$ cat src/rtl/mem_if_pkg.sv
// Shared types and constants for the memory responder: bus widths, FSM state
// encoding, the data returned for out-of-range reads and an address range check.
package mem_if_pkg;

  localparam int DATA_W  = 16;
  localparam int ADDR_W  = 16;
  localparam int BURST_W = 3;
  localparam int WAIT_W  = 4;

  localparam logic [DATA_W-1:0] OOR_DATA = 16'hFFFF;

  typedef enum logic [1:0] {
    ST_IDLE = 2'd0,
    ST_WAIT = 2'd1,
    ST_BEAT = 2'd2
  } state_t;

  function automatic logic in_range(input logic [ADDR_W-1:0] addr, input int unsigned depth);
    return (32'(addr) < depth);
  endfunction

endpackage

$ cat src/rtl/mem_responder_if.sv
// Request/beat bus between the controller datapath (master) and the memory
// responder (slave). fsm_state exposes the responder FSM for observation.
interface mem_responder_if;
  import mem_if_pkg::*;

  // Handshake: a request is accepted on a clk edge where req_valid & req_ready;
  // the master holds req_valid and all req_* fields stable until then. After
  // acceptance, beat_ack pulses once per beat; rsp_done marks the final beat.
  logic                req_valid;
  logic                req_ready;
  logic                req_we;
  logic [ADDR_W-1:0]   req_addr;
  logic [BURST_W-1:0]  req_len;
  logic [DATA_W-1:0]   req_wdata;
  logic                beat_ack;
  logic [DATA_W-1:0]   rsp_rdata;
  logic                rsp_done;
  logic                err;
  logic                busy;
  state_t              fsm_state;

  modport master (
    output req_valid, req_we, req_addr, req_len, req_wdata,
    input  req_ready, beat_ack, rsp_rdata, rsp_done, err, busy, fsm_state
  );

  modport slave (
    input  req_valid, req_we, req_addr, req_len, req_wdata,
    output req_ready, beat_ack, rsp_rdata, rsp_done, err, busy, fsm_state
  );

endinterface

$ cat src/rtl/mem_responder_array.sv
// Single-port synchronous RAM: synchronous write, registered read. Only the
// read register is reset; the array contents survive reset.
module mem_array #(
  parameter int unsigned DEPTH = 256,
  parameter int unsigned AW    = 8
) (
  input  logic          clk,
  input  logic          rst,
  input  logic          we,
  input  logic          re,
  input  logic [AW-1:0] addr,
  input  logic [15:0]   wdata,
  output logic [15:0]   rdata
);

  logic [15:0] mem [DEPTH];

  always_ff @(posedge clk) begin
    if (we) begin
      mem[addr] <= wdata;
    end
  end

  always_ff @(posedge clk or posedge rst) begin
    if (rst) begin
      rdata <= '0;
    end else if (re) begin
      rdata <= mem[addr];
    end
  end

endmodule

$ cat src/rtl/mem_responder.sv
// Memory-side responder: accepts single/burst read and write requests, inserts
// WAIT_STATES idle cycles, then streams one beat per cycle to or from mem_array.
module mem_responder
  import mem_if_pkg::*;
#(
  parameter int unsigned DEPTH       = 256,
  parameter int unsigned WAIT_STATES = 1
) (
  input  logic             clk,
  input  logic             proc_rst,
  mem_responder_if.slave   bus
);

  localparam int unsigned AW = (DEPTH > 1) ? $clog2(DEPTH) : 1;

  state_t              state;
  state_t              state_nxt;
  logic                we_q;
  logic [ADDR_W-1:0]   addr_q;
  logic [BURST_W-1:0]  len_q;
  logic [BURST_W-1:0]  beat_cnt;
  logic [WAIT_W-1:0]   wait_cnt;
  logic                err_q;

  logic                accept;
  logic                in_beat;
  logic                last_beat;
  logic [ADDR_W-1:0]   beat_addr;
  logic [ADDR_W-1:0]   next_addr;
  logic                beat_oor;

  logic [ADDR_W-1:0]   ram_a;
  logic                ram_we;
  logic                ram_re;
  logic [DATA_W-1:0]   ram_rdata;

  assign accept    = bus.req_valid && (state == ST_IDLE);
  assign in_beat   = (state == ST_BEAT);
  assign last_beat = in_beat && (beat_cnt == len_q);
  assign beat_addr = addr_q + ADDR_W'(beat_cnt);
  assign next_addr = beat_addr + ADDR_W'(1);
  assign beat_oor  = !in_range(beat_addr, DEPTH);

  // The read register is loaded one cycle ahead of each read beat, so the
  // port looks at the address of the beat that is about to start.
  always_comb begin
    ram_a  = beat_addr;
    ram_we = 1'b0;
    ram_re = 1'b0;
    case (state)
      ST_IDLE: ram_a = bus.req_addr;
      ST_WAIT: ram_a = addr_q;
      ST_BEAT: ram_a = we_q ? beat_addr : next_addr;
      default: ram_a = beat_addr;
    endcase
    if (in_beat && we_q) begin
      ram_we = !beat_oor;
    end else begin
      ram_re = in_range(ram_a, DEPTH);
    end
  end

  always_comb begin
    state_nxt = state;
    case (state)
      ST_IDLE: begin
        if (bus.req_valid) begin
          state_nxt = (WAIT_STATES > 0) ? ST_WAIT : ST_BEAT;
        end
      end
      ST_WAIT: begin
        if (wait_cnt <= WAIT_W'(1)) begin
          state_nxt = ST_BEAT;
        end
      end
      ST_BEAT: begin
        if (beat_cnt == len_q) begin
          state_nxt = ST_IDLE;
        end
      end
      default: state_nxt = ST_IDLE;
    endcase
  end

  always_ff @(posedge clk or posedge proc_rst) begin
    if (proc_rst) begin
      state    <= ST_IDLE;
      we_q     <= 1'b0;
      addr_q   <= '0;
      len_q    <= '0;
      beat_cnt <= '0;
      wait_cnt <= '0;
      err_q    <= 1'b0;
    end else begin
      state <= state_nxt;
      if (accept) begin
        we_q     <= bus.req_we;
        addr_q   <= bus.req_addr;
        len_q    <= bus.req_len;
        beat_cnt <= '0;
        wait_cnt <= WAIT_W'(WAIT_STATES);
        err_q    <= 1'b0;
      end
      if (state == ST_WAIT) begin
        wait_cnt <= wait_cnt - WAIT_W'(1);
      end
      if (in_beat) begin
        err_q    <= err_q | beat_oor;
        beat_cnt <= last_beat ? '0 : beat_cnt + BURST_W'(1);
      end
    end
  end

  mem_array #(
    .DEPTH (DEPTH),
    .AW    (AW)
  ) u_array (
    .clk   (clk),
    .rst   (proc_rst),
    .we    (ram_we),
    .re    (ram_re),
    .addr  (ram_a[AW-1:0]),
    .wdata (bus.req_wdata),
    .rdata (ram_rdata)
  );

  // err reflects an out-of-range beat in the same cycle it is acknowledged.
  assign bus.req_ready = (state == ST_IDLE);
  assign bus.busy      = (state != ST_IDLE);
  assign bus.beat_ack  = in_beat;
  assign bus.rsp_done  = last_beat;
  assign bus.rsp_rdata = (in_beat && beat_oor) ? OOR_DATA : ram_rdata;
  assign bus.err       = err_q | (in_beat && beat_oor);
  assign bus.fsm_state = state;

endmodule

$ cat src/flat_wrapper.sv
// flat-port wrapper written by rule: the top's interface ports become plain ports
module mem_responder_flat import mem_if_pkg::*;
#(
  parameter int unsigned DEPTH       = 256,
  parameter int unsigned WAIT_STATES = 1
)
  (clk, proc_rst, bus_req_valid, bus_req_we, bus_req_addr, bus_req_len, bus_req_wdata, bus_req_ready, bus_beat_ack, bus_rsp_rdata, bus_rsp_done, bus_err, bus_busy, bus_fsm_state);
  mem_responder_if bus_i ();
  input  logic clk;
  input  logic proc_rst;
  input wire logic [$bits(bus_i.req_valid)-1:0] bus_req_valid;
  input wire logic [$bits(bus_i.req_we)-1:0] bus_req_we;
  input wire logic [$bits(bus_i.req_addr)-1:0] bus_req_addr;
  input wire logic [$bits(bus_i.req_len)-1:0] bus_req_len;
  input wire logic [$bits(bus_i.req_wdata)-1:0] bus_req_wdata;
  output wire logic [$bits(bus_i.req_ready)-1:0] bus_req_ready;
  output wire logic [$bits(bus_i.beat_ack)-1:0] bus_beat_ack;
  output wire logic [$bits(bus_i.rsp_rdata)-1:0] bus_rsp_rdata;
  output wire logic [$bits(bus_i.rsp_done)-1:0] bus_rsp_done;
  output wire logic [$bits(bus_i.err)-1:0] bus_err;
  output wire logic [$bits(bus_i.busy)-1:0] bus_busy;
  output wire logic [$bits(bus_i.fsm_state)-1:0] bus_fsm_state;
  assign bus_i.req_valid = bus_req_valid;
  assign bus_i.req_we = bus_req_we;
  assign bus_i.req_addr = bus_req_addr;
  assign bus_i.req_len = bus_req_len;
  assign bus_i.req_wdata = bus_req_wdata;
  assign bus_req_ready = bus_i.req_ready;
  assign bus_beat_ack = bus_i.beat_ack;
  assign bus_rsp_rdata = bus_i.rsp_rdata;
  assign bus_rsp_done = bus_i.rsp_done;
  assign bus_err = bus_i.err;
  assign bus_busy = bus_i.busy;
  assign bus_fsm_state = bus_i.fsm_state;
  mem_responder #(.DEPTH(DEPTH), .WAIT_STATES(WAIT_STATES)) u_core (.clk(clk), .proc_rst(proc_rst), .bus(bus_i));
endmodule
$ cat config.mk
export PLATFORM = sky130hd
export DESIGN_NAME = mem_responder_flat
export DESIGN_NICKNAME = d
export VERILOG_FILES = /design/src/rtl/mem_if_pkg.sv /design/src/rtl/mem_responder_if.sv /design/src/rtl/mem_responder_array.sv /design/src/rtl/mem_responder.sv /design/src/flat_wrapper.sv
export SDC_FILE = /design/constraint.sdc
export NUM_CORES = 2
export LEC_CHECK = 0
export CAP_MARGIN = 40
export CORE_MARGIN = 5
export CORE_UTILIZATION = 60
export DETAILED_ROUTE_END_ITERATION = 12
export HOLD_SLACK_MARGIN = 0.06
export PLACE_DENSITY = 0.75
export SYNTH_ARGS = -nofsm -noshare
export SYNTH_HDL_FRONTEND = slang
export SYNTH_SLANG_ARGS = --single-unit
$ cat constraint.sdc
create_clock -name clk -period 5 [get_ports clk]
set_input_delay 1.5 -clock clk [delete_from_list [all_inputs] [get_ports clk]]
set_output_delay 1.5 -clock clk [all_outputs]
set_load 0.1 [all_outputs]
# Word-level counts from Yosys, hierarchy flattened
# Memory sizes are Yosys's and may differ from the RTL's. A register that Yosys moved wholly into a read port is not among the register bits.
# Cells that the tools add are included.
# totals
regBits	30
ram_bits	4096
input_bits	39
out_inout_bits	23
wordCells	51
mem_count	1
# memory_table
name	words	width	read_ports	rd_clocked_by_memory_dff	wr	line	rtl
u_core.u_array.mem	256	16	1	1	1	mem_responder_array.sv:16	logic [15:0] mem [DEPTH];
# classes
n_addsub	4
n_lt_le_gt_ge	3
eq_ne	6
mux	18
bitwise_logic	2
n_reduce_logical	10
# ops
cell	n
case mux 16 bit (3 select lines)	1
< comparator 16 x 9 -> 1 bit (second input constant)	2
2-to-1 mux 16 bit	2
adder 16 x 1 -> 16 bit (second input constant)	1
adder 16 x 3 -> 16 bit	1
2-to-1 mux 3 bit	3
2-to-1 mux 4 bit	2
2-to-1 mux 1 bit	6
2-to-1 mux 2 bit	3
case mux 2 bit (3 select lines)	1
nonzero test 2 bit	3
<= comparator 4 x 1 -> 1 bit (second input constant)	1
logical AND 1 bit	4
!= test 2 bit (second input constant)	2
subtractor 4 x 1 -> 4 bit (second input constant)	1
adder 3 x 1 -> 3 bit (second input constant)	1
== test 3 bit	1
AND reduction 3 bit	1
== test 2 x 1 -> 1 bit (second input constant)	1
== test 2 bit (second input constant)	1
zero test 2 bit	1
!= test 2 x 1 -> 1 bit (second input constant)	1
bitwise OR 1 bit	2
zero test 1 bit	1

# Depth between registers and ports, before layout
# logic_depth
word_depth	6
depth_mapped	20
ltp_nobuf	15

# By module
# A second synthesis with hierarchy kept.
# unflattened
cells_unflattened	7546
area_unflattened_um2	160627.8
# by_module_without_submodules
mod	n_inst	cells_each	area_each_um2	seq_area_each_um2
mem_array	1	7180	157788.8	123398.3
mem_responder	1	366	2839.0	750.7

# Least setup slack after synthesis
# No wires, ideal clock.
# synth_path
path_kind	reg2reg
start	reg u_core.state[0] (netlist: u_core.bus.fsm_state[0])
end	mem u_core.u_array.mem[144][0] (enable)
setup_ps	389
t_arrival_ps	5764
t_required_ps	4611
slack_ps	-1153
path_stages_with_launch	12
path_buffers	4
period_less_slack_ps	6153
cell_sequence	dfrtp_1 buf_2 nor2_1 inv_1 o32ai_1 a21oi_1 nor2_2 buf_2 buf_1 nand2_1 clkbuf_1 nor2_1
# synth_between
elab_cells_between_ends	8
classes_between	eq/ne (2); mux (4); reduce/logical (2)
# synth_rtl
element	line	rtl
start: declaration	mem_responder.sv:16	state_t state;
start signal: assignment	mem_responder.sv:95	state <= state_nxt;
zero test 2 bit	--	
via bus_req_ready	flat_wrapper.sv:16	output wire logic [$bits(bus_i.req_ready)-1:0] bus_req_ready;
case mux 16 bit (3 select lines)	mem_responder.sv:50	case (state)
end: declaration	mem_responder_array.sv:16	
# The timed path passes the listed nets, and every way through them passes these cells.

# Final worst setup path
# layout_path
start	reg u_core.addr_q[0]
end	out bus_rsp_rdata[0]
# layout_between
elab_chain_cells	5
# layout_lines
element	line	rtl
start: declaration	mem_responder.sv:19	logic [ADDR_W-1:0] addr_q;
start signal: assignment	mem_responder.sv:98	addr_q <= bus.req_addr;
adder 16 x 3 -> 16 bit	mem_responder.sv:40	assign beat_addr = addr_q + ADDR_W'(beat_cnt);
< comparator 16 x 9 -> 1 bit	mem_if_pkg.sv:19	return (32'(addr) < depth);
zero test 1 bit	mem_responder.sv:42	assign beat_oor = !in_range(beat_addr, DEPTH);
logical AND 1 bit	mem_responder.sv:132	assign bus.rsp_rdata = (in_beat && beat_oor) ? OOR_DATA : ram_rdata;
2-to-1 mux 16 bit	mem_responder.sv:132	
end: declaration	flat_wrapper.sv:18	output wire logic [$bits(bus_i.rsp_rdata)-1:0] bus_rsp_rdata;
# Every way passes these cells.

==> flow_metrics.env <==
export IMPL_synth_area_per_cell_um2=19.4
export IMPL_critical_path_buf_inv_count=5
export IMPL_multi_input_logic_area_um2=33300
export IMPL_timing_critical_path_to_type="output port"
export IMPL_grt_max_degree=125
export IMPL_comb_power_share=0.471
export IMPL_synth_top_cell_area_share=0.786
export IMPL_hold_path_cell_count=2
export IMPL_vias_in_the_first_global_route=91700
export IMPL_fmax_mhz=187
export IMPL_yosysSeqAreaShare=0.794
export IMPL_synthesis_nets=8098
export IMPL_reg2regPathDepth=18
export IMPL_cts_max_path_buffers=4
export IMPL_critPathMaxFanout=9
export IMPL_synth_warnings=0
export IMPL_worst_ep_required_time_ns=3.50
export IMPL_route_vias_total=95200
export IMPL_rows=187
export IMPL_timing_final_crit_share=1.07
export IMPL_timing_critical_path_mode_cell="buf_12"
export IMPL_layout_filler_cells=13400
export IMPL_max_cap_violations=0
export IMPL_setup_worst_path_start_class="flop"
export IMPL_postSynth_asyncResetShare=0.0111
export IMPL_detail_route_drc_violations=0
export IMPL_crit_type="flop to output port"
export IMPL_post_dp_cell_area_um2=172000
export IMPL_timing_rr_start="u_core.addr_q[0]$_DFFE_PP0P_"
export IMPL_post_route_cells_drive_above_1_share=0.294
export IMPL_cell_internal_pwr_mw=80.8
export IMPL_maxSlewHeadroom=0.153
export IMPL_yosysUniqueCellTypes=73
export IMPL_ir_worst_vdd_uv=647
export IMPL_htree_levels=5
export IMPL_routedWlPerCell_um=37.2
export IMPL_antenna_found_initial=15
export IMPL_dieWidth_um=521
export IMPL_seq_area_um2=124000
export IMPL_end_point_of_the_worst_hold_path="u_core.len_q[0]$_DFFE_PP0P_"
export IMPL_syn2layout_area_growth_pct=21.6
export IMPL_cellLeakagePower_nw=60.4
export IMPL_critical_path_slowest_cell="dfrtp_1"
export IMPL_failed_checks="setup timing"
export IMPL_tritoncts_clock_tree="yes"
export IMPL_dieHeight_um=521
export IMPL_grt_setup_unrepaired="true"
export IMPL_p_sw_mw=49.8
export IMPL_final_hold_viol_count=0
export IMPL_drv_slew=0
export IMPL_routed_wirelength_mm=482
export IMPL_place_gp_congestion=0.915
export IMPL_dp_final_hpwl_mm=262
export IMPL_buffer_ports_inserted=61
export IMPL_hp_class="flop to flop"
export IMPL_synth_top_flop_cell="edfxtp_1"
export IMPL_run_status="finished, violations left"
export IMPL_design_die_area_um2=271000
export IMPL_floorplan_initialDensity=0.603
export IMPL_grt_overflow_total=0
export IMPL_crit_path_max_incr_delay_ns=0.36
export IMPL_pre_cts_slack_ns=-1.02
export IMPL_finalWorstPathRequiredPeriod_ns=5.34
export IMPL_nNetsFinal=9261
export IMPL_antenna_violating_nets_post_route=0
export IMPL_grt_first_pass_wirelength_mm=661
export IMPL_cp_cell_sequence="ha_2 -> inv_2 -> fa_2 -> nor2b_4 -> o21ba_4 -> nand3_4 -> xor2_2 -> nand2_2 -> nor4b_4 -> buf_12 -> buf_16 -> o21ai_0 -> buf_4 -> buf_12"
export IMPL_clock_sinks=4142
export IMPL_skew_ns=0.0772
export IMPL_postSynthRegisterBits=4142
export IMPL_route_detailed_vias_per_inst=7.35
export IMPL_share_seq_of_total_power=0.295
export IMPL_max_slew_worst_pin_slew_ns=1.27
export IMPL_post_route_cell_area_um2=190000
export IMPL_origin_of_the_worst_min_delay_path="u_core.len_q[0]$_DFFE_PP0P_"
export IMPL_cts_inserted_buffers=400
export IMPL_synth_edff_count=4096
export IMPL_setup_violations=33
export IMPL_report_power_total_mw=131
export IMPL_cts_root_buf="clkbuf_16"
export IMPL_groute_usage_overall=0.338
export IMPL_drt_pass_1_iters=7
export IMPL_synth_top_cell_by_area="edfxtp_1"
export IMPL_drt_initial_drc_count=17500
export IMPL_io_pins=62
export IMPL_synth_most_common_cell="edfxtp_1"
export IMPL_r2r_end="u_core.u_array.rdata[14]$_DFFE_PP0P_"
export IMPL_worst_r2r_setup_slack_ns=-0.25
export IMPL_critical_path_top_delay_family="buffers and inverters"
export IMPL_clkPwrFrac=0.234
export IMPL_cp_arrival_ns=3.84
export IMPL_synthCells=8051
export IMPL_final_setup_worst_slack_ns=-0.343
export IMPL_post_synth_main_area_contributors="edfxtp_1, mux4_2, a22oi_1"
export IMPL_power_density_nw_per_um2=686
export IMPL_netSwitchingFraction=0.381
export IMPL_coreArea_um2=259000
export IMPL_clk_latency_ns=0.97
export IMPL_clk_pin_slew_ns=0.06
export IMPL_synth_cell_area_um2=156000
export IMPL_ys_top_cells_by_count="edfxtp_1, a22oi_1, a21oi_1"
export IMPL_fin_worst_hold_slack_ns=0.510
==> layout by cell type (no fill, tap or decap), drive strengths merged, types with 46 or more instances in the layout <==
cell	count
edfxtp	4096
buf	1310
a22oi	1089
a21oi	560
clkbuf	503
mux4	481
nor2	278
a22o	242
o311ai	240
clkinv	162
nand2	96
a41oi	48
dfrtp	46
inv	46
==> area by class of cell <==
cell class,instances,share of cell area
Antenna cell,14,0.000184
Tap cell,3402,0.0224
Inverter,29,0.000572
Clock inverter,240,0.0135
Clock buffer,491,0.0554
Timing Repair Buffer,1350,0.0802
Sequential cell,4142,0.653
Multi-Input combinational cell,3291,0.175
==> repair_timing <==
item	in CTS	in global routing
endpoints found under the setup margin	33	2523
hold buffers	0	0
resized for setup	416	387
setup buffers	37	57
cloned	18	15
pin swaps	68	125
==> sequential cells by signal, indices dropped and copies added (netlist names), 2 cells and up <==
signal / cells
u_core.u_array.mem: 4096
u_core.addr_q: 16
u_core.u_array.rdata: 16
u_core.wait_cnt: 4
u_core.beat_cnt: 3
u_core.len_q: 3
u_core.bus.fsm_state: 2
==> power groups by stage <==
stage / registers [mW] / clock network, mW / logic (mW)
after global placement: 39.2 / 0 / 48.5
final: 38.5 / 30.6 / 61.5
after detailed placement: 39.2 / 0 / 49.5
after CTS: 38.5 / 30.5 / 54.5
after global routing: 38.5 / 32.2 / 62.5
after floorplan: 39.2 / 0 / 25.5
==> worst max path at each step <==
stage                     cells past startpoint                                   to                      startpoint  slack (ns)
after CTS                                    14                              bus_err  u_core.beat_cnt[0]$_DFFE_PP0P_       -0.38
final                                        14                     bus_rsp_rdata[0]    u_core.addr_q[0]$_DFFE_PP0P_       -0.34
after global routing                         13                    bus_rsp_rdata[15]    u_core.addr_q[0]$_DFFE_PP0P_       -0.39
after detailed placement                     17  u_core.u_array.rdata[6]$_DFFE_PP0P_                 bus_req_addr[0]       -1.02
after floorplan                               9                    bus_rsp_rdata[10]  u_core.beat_cnt[2]$_DFFE_PP0P_       -0.74
after global placement                       14  u_core.u_array.rdata[6]$_DFFE_PP0P_                 bus_req_addr[1]       -1.38
==> metrics by stage <==
| stage | util | setup TNS (ns) | std cells |
|---|---|---|---|
| 6_report | 0.733 | -7.01 | 13000 |
| 3_3_place_gp | 0.661 | -15.73 | 12100 |
| 2_1_floorplan | - | -10.80 | 8051 |
| 5_1_grt | 0.733 | -10.36 | 12900 |
| 4_1_cts | 0.722 | -5.58 | 12900 |
| 3_5_place_dp | 0.662 | -13.85 | 12100 |
==> tightest hold or removal path, delay by kind of cell, from the launching register on <==
family	cells	cell delay (ns)
simple gates	2	0.11
flops	1	0.36
==> routing by layer <==
layer	vias to the layer above	global-route usage	part of all wire
met4	12	0.173	0.067
met2	9176	0.517	0.46
met5	-	0	0.00017
li1	36500	-	-
met3	1723	0.0950	0.15
met1	47900	0.453	0.33
==> logic make-up after synthesis <==
family          share of synthesized area
mux                                0.0709
xor+xnor                          0.00122
flops                               0.794
compound gates                      0.104
fa+ha+maj                        0.000688
buf+inv                            0.0157
simple gates                       0.0136
No activity file was read; power rests on OpenSTA's default activity.
